## config.mk

```make
export PLATFORM = sky130hd
export DESIGN_NAME = alu_rr_sched
export DESIGN_NICKNAME = d
export VERILOG_FILES = /design/src/rtl/alu_rr_sched.sv
export SDC_FILE = /design/constraint.sdc
export NUM_CORES = 1
export LEC_CHECK = 0
export ABC_CLOCK_PERIOD_IN_PS = 9400
export BUFFER_PORTS_ARGS = -buffer_cell sky130_fd_sc_hd__buf_2
export CORE_ASPECT_RATIO = 0.8
export CORE_UTILIZATION = 53
export CTS_CLUSTER_SIZE = 8
export DETAILED_ROUTE_END_ITERATION = 16
export MAX_ROUTING_LAYER = met4
export PLACE_DENSITY = 0.79
export SYNTH_ARGS = -nofsm -noshare
export SYNTH_HDL_FRONTEND = slang
export SYNTH_SLANG_ARGS = --single-unit
```

## constraint.sdc

```tcl
create_clock -name clk -period 9.4 [get_ports clk]
set_input_delay 0.94 -clock clk [delete_from_list [all_inputs] [get_ports clk]]
set_output_delay 0.94 -clock clk [all_outputs]
set_load 0.005 [all_outputs]
```

## src/rtl/alu_rr_sched.sv

```systemverilog
// Round-robin scheduler sharing one registered 4-bit ALU between NREQ requesters.
// Opcodes: 0000 and, 0001 or, 0010 xor, 0011 nand, 0100 not a, 1000 add, 1001 sub, 1010 mul, 1011 div, 1100 mod.
module alu_rr_alu (
   input  logic       clk,
   input  logic       rst,
   input  logic       en,
   input  logic [3:0] a,
   input  logic [3:0] b,
   input  logic [3:0] op,
   output logic [7:0] y
);
   logic [7:0] y_q, y_d, ax, bx;

   always_comb begin
      ax  = {4'd0, a};
      bx  = {4'd0, b};
      y_d = y_q;
      if (en) begin
         case (op)
            4'b0000: y_d = ax & bx;
            4'b0001: y_d = ax | bx;
            4'b0010: y_d = ax ^ bx;
            4'b0011: y_d = {4'd0, ~(a & b)};
            4'b0100: y_d = {4'd0, ~a};
            4'b1000: y_d = ax + bx;
            4'b1001: y_d = ax - bx;
            4'b1010: y_d = ax * bx;
            4'b1011: y_d = (b != 4'd0) ? ax / bx : 8'd0;
            4'b1100: y_d = (b != 4'd0) ? ax % bx : 8'd0;
            default: y_d = 8'd0;
         endcase
      end
   end

   always_ff @(posedge clk) begin
      if (rst) y_q <= 8'd0;
      else     y_q <= y_d;
   end

   assign y = y_q;
endmodule

module alu_rr_sched #(
   parameter int NREQ = 4,
   parameter int IDW  = 3,
   parameter int CNTW = 16
) (
   input  logic              clk,
   input  logic              rst,
   input  logic [NREQ-1:0]   req_valid,
   output logic [NREQ-1:0]   req_ready,
   input  logic [4*NREQ-1:0] req_a,
   input  logic [4*NREQ-1:0] req_b,
   input  logic [4*NREQ-1:0] req_op,
   output logic              rsp_valid,
   input  logic              rsp_ready,
   output logic [IDW-1:0]    rsp_id,
   output logic [7:0]        rsp_data,
   output logic              rsp_err,
   output logic [CNTW-1:0]   done_cnt,
   output logic              busy
);
   typedef enum logic [1:0] {S_IDLE, S_EXEC, S_CAPT, S_RESP} state_t;

   state_t          state_q, state_d;
   logic [IDW-1:0]  rr_ptr_q, rr_ptr_d, id_q, id_d, win_id, rsp_id_q, rsp_id_d;
   logic [3:0]      a_q, a_d, b_q, b_d, op_q, op_d, a_sel, b_sel, op_sel;
   logic [7:0]      rsp_data_q, rsp_data_d, alu_y;
   logic            rsp_err_q, rsp_err_d, rsp_valid_q, rsp_valid_d;
   logic [CNTW-1:0] done_cnt_q, done_cnt_d;
   logic            grant_vld, accept, div_zero;
   int              idx;

   // Scan from rr_ptr upward, wrapping at NREQ; first valid requester wins.
   always_comb begin
      grant_vld = 1'b0;
      win_id    = '0;
      for (int k = 0; k < NREQ; k++) begin
         idx = int'(rr_ptr_q) + k;
         if (idx >= NREQ) idx = idx - NREQ;
         if (!grant_vld && req_valid[idx]) begin
            grant_vld = 1'b1;
            win_id    = IDW'(idx);
         end
      end
   end

   always_comb begin
      a_sel    = req_a[4*int'(win_id) +: 4];
      b_sel    = req_b[4*int'(win_id) +: 4];
      op_sel   = req_op[4*int'(win_id) +: 4];
      div_zero = ((op_sel == 4'b1011) || (op_sel == 4'b1100)) && (b_sel == 4'd0);
      accept   = (state_q == S_IDLE) && grant_vld && !rst;
      req_ready = accept ? ({{(NREQ-1){1'b0}}, 1'b1} << win_id) : '0;
   end

   always_comb begin
      state_d     = state_q;
      rr_ptr_d    = rr_ptr_q;
      id_d        = id_q;
      a_d         = a_q;
      b_d         = b_q;
      op_d        = op_q;
      rsp_id_d    = rsp_id_q;
      rsp_data_d  = rsp_data_q;
      rsp_err_d   = rsp_err_q;
      done_cnt_d  = done_cnt_q;
      case (state_q)
         S_IDLE: begin
            if (accept) begin
               id_d     = win_id;
               a_d      = a_sel;
               b_d      = b_sel;
               op_d     = op_sel;
               rr_ptr_d = (win_id == IDW'(NREQ-1)) ? '0 : win_id + 1'b1;
               if (div_zero) begin
                  rsp_id_d   = win_id;
                  rsp_data_d = 8'd0;
                  rsp_err_d  = 1'b1;
                  state_d    = S_RESP;
               end else begin
                  state_d    = S_EXEC;
               end
            end
         end
         S_EXEC: state_d = S_CAPT;
         S_CAPT: begin
            rsp_id_d   = id_q;
            rsp_data_d = alu_y;
            rsp_err_d  = 1'b0;
            state_d    = S_RESP;
         end
         S_RESP: begin
            if (rsp_ready) begin
               if (done_cnt_q != {CNTW{1'b1}}) done_cnt_d = done_cnt_q + 1'b1;
               state_d = S_IDLE;
            end
         end
         default: state_d = S_IDLE;
      endcase
      rsp_valid_d = (state_d == S_RESP);
   end

   always_ff @(posedge clk) begin
      if (rst) begin
         state_q     <= S_IDLE;
         rr_ptr_q    <= '0;
         id_q        <= '0;
         a_q         <= 4'd0;
         b_q         <= 4'd0;
         op_q        <= 4'd0;
         rsp_valid_q <= 1'b0;
         rsp_id_q    <= '0;
         rsp_data_q  <= 8'd0;
         rsp_err_q   <= 1'b0;
         done_cnt_q  <= '0;
      end else begin
         state_q     <= state_d;
         rr_ptr_q    <= rr_ptr_d;
         id_q        <= id_d;
         a_q         <= a_d;
         b_q         <= b_d;
         op_q        <= op_d;
         rsp_valid_q <= rsp_valid_d;
         rsp_id_q    <= rsp_id_d;
         rsp_data_q  <= rsp_data_d;
         rsp_err_q   <= rsp_err_d;
         done_cnt_q  <= done_cnt_d;
      end
   end

   // The ALU only samples in EXEC, so the error path never disturbs it.
   alu_rr_alu u_alu (
      .clk (clk),
      .rst (rst),
      .en  (state_q == S_EXEC),
      .a   (a_q),
      .b   (b_q),
      .op  (op_q),
      .y   (alu_y)
   );

   assign rsp_valid = rsp_valid_q;
   assign rsp_id    = rsp_id_q;
   assign rsp_data  = rsp_data_q;
   assign rsp_err   = rsp_err_q;
   assign done_cnt  = done_cnt_q;
   assign busy      = (state_q != S_IDLE);
endmodule

```

### Word-level counts from Yosys, hierarchy flattened

Cells that the tools add are included.

| word-level totals | value |
|---|---|
| bits in registers | 57 |
| word-level logic and storage cells | 125 |

| cells by class | value |
|---|---|
| add/subtract/negate cells | 11 |
| multipliers | 1 |
| divide/modulo/power cells | 2 |
| $lt $le $gt $ge | 8 |
| eq/ne operators | 19 |
| shift-type cells | 4 |
| multiplexer cells | 42 |
| bitwise logic cells | 6 |
| reductions and logical operators | 20 |

Operators with widths:

| kind | number |
|---|---|
| 32-bit by 4-bit less-than comparator with 1-bit output, second input constant | 4 |
| 32-bit 2-to-1 mux | 4 |
| 8-bit one-hot mux with 10 select lines | 1 |
| 16-bit by 6-bit indexed part select with 4-bit output | 3 |
| 8-bit 2-to-1 mux | 4 |
| 4-bit == test, second input constant | 7 |
| 3-bit 2-to-1 mux | 7 |
| 16-bit by 1-bit adder with 16-bit output, second input constant | 1 |
| 16-bit inequality test, second input constant | 1 |
| 8-bit one-hot mux with 2 select lines | 1 |
| 4-bit by 3-bit subtractor with 5-bit output, second input constant | 3 |
| 1-bit 2-to-1 mux | 14 |
| 4-bit by 3-bit >= comparator with 1-bit output, second input constant | 3 |
| 3-bit by 2-bit adder with 4-bit output, second input constant | 2 |
| 4-bit bitwise AND | 2 |
| 1-bit binary-select mux with 2-bit select | 4 |
| 4-bit by 4-bit divider with 8-bit output | 1 |
| 4-bit by 2-bit == test with 1-bit output, second input constant | 2 |
| 4-bit logical NOT | 2 |
| 4-bit by 4-bit modulo with 8-bit output | 1 |
| 4-bit by 4-bit multiplier with 8-bit output | 1 |
| 4-bit inverter | 2 |
| 2-bit one-hot mux with 4 select lines | 1 |
| 2-bit == test, second input constant | 3 |
| 26 further kinds | 39 |

### Logic depth before layout (Yosys ltp)

| depth | value |
|---|---|
| depth after elaboration | 23 |
| mapped depth | 50 |
| gate-level depth less buffers | 50 |

### Modules after synthesis

A second synthesis with hierarchy kept.

| unflattened totals | value |
|---|---|
| cells, all modules | 722 |
| area total of the unflattened synthesis | 5815.6 µm² |

Modules (own cells, without submodules):

| module | times used | cells each | area each (µm²) | seq. area each (µm²) |
|---|---|---|---|---|
| alu_rr_alu | 1 | 403 | 3090.5 | 160.2 |
| alu_rr_sched | 1 | 319 | 2725.1 | 980.9 |

### Least setup slack after synthesis

Ideal clock, no wire load.

| timing path | value |
|---|---|
| path kind | flip-flop to flip-flop |
| start point | register b_q[1] |
| end point | register u_alu.y_q[3] (netlist: u_alu.y[3]) |
| library setup time | 0.122 ns |
| arrival time | 8.812 ns |
| data required time | 9.278 ns |
| path slack | 0.466 ns |
| stages on the path, launching flop included | 41 |
| buffers on the path | 0 |
| period minus slack after synthesis | 8.934 ns |
| cell sequence | dfxtp_1 inv_1 ha_1 o21ai_0 a21oi_1 a211oi_2 nor2_1 ha_1 o21ai_1 nand2b_1 mux2_2 ha_1 a21oi_1 nand3_1 a31oi_1 o31ai_4 mux2_2 ha_1 [... 5 more ...] nand2_1 a21oi_1 ha_1 o21a_1 o21a_1 o21ai_0 nand2b_1 or2_2 nand4b_4 mux2_2 ha_1 nor2b_1 o21ai_0 nand3_1 inv_1 nand4_4 mux2_4 a221o_1 |

| on the way | value |
|---|---|
| cells in the longest elaborated chain, start to end | 3 |

Ends and longest elaborated chain:

| item | line | RTL |
|---|---|---|
| start: declaration | 67 | `logic [3:0] a_q, a_d, b_q, b_d, op_q, op_d, a_sel, b_sel, op_sel;` |
| start signal: assignment | 150 | `b_q <= 4'd0;` |
| start signal: assignment | 162 | `b_q <= b_d;` |
| 4-bit by 4-bit modulo with 8-bit output, or another cell as far along | 29 | `4'b1100: y_d = (b != 4'd0) ? ax % bx : 8'd0;` |
| 8-bit 2-to-1 mux, on equally long branches | 29, 28 |  |
| 8-bit one-hot mux with 10 select lines (*) | 19 | `case (op)` |
| end signal: assignment | 37 | `else y_q <= y_d;` |
| end: declaration | 12 | `logic [7:0] y_q, y_d, ax, bx;` |

Mark *: on every way between the ends. The rest lies on a longest branch, timed or not.
A chain may end at the register's enable or synchronous reset.

### Final worst setup path

| timing path | value |
|---|---|
| start point | register b_q[2] |
| end point | register u_alu.y_q[3] (netlist: u_alu.y[3]) |

The elaborated chain is that of the path after synthesis.

==> flow_summary_export.csv <==
group,metric,value,unit
routing,drt_iter0_drc,391,
sta,slew_headroom,0.230,
place,place_inst,867,
worst_setup_path,critPathMaxFanout,9,
worst_setup_path,r2r_start,"b_q[2]",
sta,post-route-period-util,0.956,
synth,syn_inst,657,
sta,slew_violations,0,
clocking,clkTransAtPathRegs,0.05,ns
routing,wl_per_cell,16.5,um
cells_and_area,instances_no_fill,888,
sta,setup_viol,0,
worst_setup_path,crit_cells,39,
clocking,clk_latency,0.33,ns
place,dpl.hpwl,11200,um
floorplan,die_h,93.2,um
global_route,grt_pass1_vias,5013,
worst_setup_path,cp_data_arrival_time,9.19,ns
synth,synth-edff-count,0,
floorplan,core,9850,um^2
worst_setup_path,crit_end,"u_alu.y[3]",
worst_setup_path,r2r_end,"u_alu.y[3]",
routing,via_count,5369,
floorplan,dieArea,10800,um^2
routing,drc,0,
global_route,antenna_found_initial,0,
sta,clock_skew,0.00824,ns
floorplan,fp-row-count,32,
global_route,grt-ovfl-total,0,
cells_and_area,final_nets,868,
synth,synth_area,5510,um^2
worst_setup_path,critical_path_class,"flip-flop to flip-flop",
cells_and_area,diodes,0,
worst_setup_path,worstSetupEndpointType,"flip-flop",
cells_and_area,syn_to_final_growth,18.9,%
routing,vias_per_cell,6.05,
synth,ys_seq_elements,57,
worst_setup_path,crit_family,"compound AO/OA/AOI/OAI gates",
place,place_congestion,0.933,
global_route,grt_max_degree,51,
worst_setup_path,r2r_cells,39,
synth,synth-async-reset-ratio,0,
routing,ant_nets,0,
clocking,tritoncts,"done",
clocking,cts_sinks,57,
worst_setup_path,regToRegSetupSlack,0.41,ns
clocking,clock_path_buffers,2,
cells_and_area,fillerInstances,806,
cells_and_area,design_area,6550,um^2
sta,tightest_slew,1.16,ns
sta,fin_crit,8.99,ns
sta,hold_viol,0,
synth,synthFlopType,"dfxtp_1",
job,maxCapViolCount,0,
clocking,cts_max_level,3,
floorplan,initial_core_util,0.559,
clocking,cts-root-buf,"clkbuf_16",
synth,postSynthAreaPerCell,8.39,um^2
cells_and_area,final_core_util,0.665,
cells_and_area,drive_above_1_share,0.227,
place,port_buffers,88,
floorplan,dieWidth,116,um
worst_setup_path,crit_top_cell,"ha_1",
worst_setup_path,required,9.61,ns
worst_setup_path,worstSetupStartpoint,"b_q[2]",
worst_setup_path,cp-start-kind,"flip-flop",
worst_setup_path,crit_buf_inv,3,
global_route,grt_pass1_wl,23500,um
routing,drt_first_pass_iters,5,
worst_setup_path,slowest_delay,0.51,ns
global_route,grt_use_total,0.280,
routing,totalWireLength,14600,um
synth,yosysUniqueCellTypes,78,
place,place_area,6130,um^2
synth,ys_seq_area_frac,0.207,
floorplan,num_io_pins,89,
outcome,status,"finished, final reports clean",
sta,max_freq,0.111,GHz
min_path,hold_class,"flip-flop to flip-flop",
clocking,cts_buffers,9,
synth,synth_warnings,0,
worst_setup_path,crit_path_top_delay_cell,"o31ai_1",
-- cells in the mapped netlist, types with 3 or more instances --
master      n  area [um^2]
inv_1      39          146
nor2_1     77          289
o21ai_1     3         15.0
a21o_1      9         67.6
o221ai_1    3         26.3
clkbuf_1   23         86.3
xor2_1     17          149
ha_1       59          738
nor2b_1     9         56.3
nand3_1    16         80.1
dfxtp_1    57         1140
mux2i_1    23          230
o21a_1     11         82.6
o31ai_1     5         37.5
o2111ai_1   3         26.3
a211oi_1    4         30.0
nor3b_1     4         30.0
nand4_1     9         56.3
o211ai_1    4         30.0
a21oi_1    37          185
xnor2_1    13          114
nor4_1      5         31.3
nand2b_1   11         68.8
nor3_1      9         45.0
a221oi_1    4         35.0
or3_1       7         43.8
mux2_2     10          113
a22oi_1    21          158
a31oi_1     5         31.3
mux4_2     12          270
o21ai_0    28          140
and3_1     12         75.1
nand2_1    44          165
fa_1        7          140
-- state kept, by name (all words and copies together) (netlist names) --
| name | cells |
|---|---|
| a_q | 4 |
| b_q | 4 |
| done_cnt | 16 |
| id_q | 3 |
| op_q | 4 |
| rr_ptr_q | 3 |
| rsp_data | 8 |
| rsp_err | 1 |
| rsp_id | 3 |
| rsp_valid | 1 |
| state_q | 2 |
| u_alu.y | 8 |
-- worst min-delay path, stage by stage (launching register included) --
cell     delay (ns)
dfxtp_1        0.33
a21oi_1        0.06
o31ai_1        0.05
-- how the worst min path moves through the flow --
stage               start    endpoint  cells after the start
4_1_cts        u_alu.y[2]  u_alu.y[2]                      2
3_5_place_dp   u_alu.y[4]  u_alu.y[4]                      2
3_3_place_gp      id_q[2]     id_q[2]                      2
2_1_floorplan  u_alu.y[4]  u_alu.y[4]                      2
5_1_grt        u_alu.y[4]  u_alu.y[4]                      2
6_report       u_alu.y[2]  u_alu.y[2]                      2
-- per-stage QoR --
| step | hold slack [ns] | TNS, ns | setup WS [ns] |
|---|---|---|---|
| floorplan | 0.433 | 0 | 0.466 |
| global placement | 0.459 | 0 | 0.451 |
| detailed placement | 0.457 | -0.0363 | -0.0363 |
| CTS | 0.473 | 0 | 0.0645 |
| global route | 0.487 | -0.0864 | -0.0864 |
| finish | 0.473 | 0 | 0.414 |
-- kinds of logic after synthesis --
group	share of synthesized area
buf+inv	0.0459
other cells	0.000681
mux	0.121
flops	0.207
fa+ha+maj	0.159
xor+xnor	0.0477
compound gates	0.212
simple gates	0.207
-- per-layer routing --
layer	vias to the layer above	global-route usage	part of all wire
li1	2600	-	-
met1	2537	0.371	0.46
met2	207	0.446	0.47
met3	25	0.0441	0.061
met4	0	0.0716	0.016
met5	-	-	0
-- repair_timing --
| item | 4_1_cts | 5_1_grt |
|---|---|---|
| resized for setup | 3 | 13 |
| endpoints found under the setup margin | 1 | 8 |
| buffers inserted | 0 | 5 |
| pin swaps | 0 | 0 |
| hold endpoints to repair | 0 | 0 |
| gates cloned | 0 | 0 |
| hold buffers | 0 | 0 |
-- layout make-up --
| class | instances | area (um^2) | area share |
|---|---|---|---|
| multi-input cells | 535 | 4200 | 0.642 |
| flip-flops and latches | 57 | 1140 | 0.174 |
| inverters | 41 | 154 | 0.0235 |
| repair buffers | 103 | 553 | 0.0845 |
| clock inverters | 7 | 103 | 0.0157 |
| clock buffers | 9 | 225 | 0.0344 |
| well taps | 136 | 170 | 0.0260 |
-- placed cells by master (no fill, tap or decap), types with 5 or more instances in the layout --
master / instances
mux2_2: 10
a21o_1: 9
and3_1: 12
nor4_1: 5
xnor2_1: 13
buf_2: 88
a21oi_1: 36
or3_1: 7
nand2_1: 44
mux2i_1: 23
xor2_1: 17
ha_1: 59
buf_4: 15
nor2_1: 76
nand2b_1: 10
dfxtp_1: 56
nor3_1: 9
clkbuf_16: 9
a22oi_1: 21
inv_1: 39
o21a_1: 11
nor2b_1: 8
mux4_2: 12
o21ai_0: 25
nand3_1: 15
nand4_1: 9
fa_1: 7
Power is left out: the tool's default activity adds up to more than one toggle a clock period on the data nets, which glitch-free logic cannot reach.
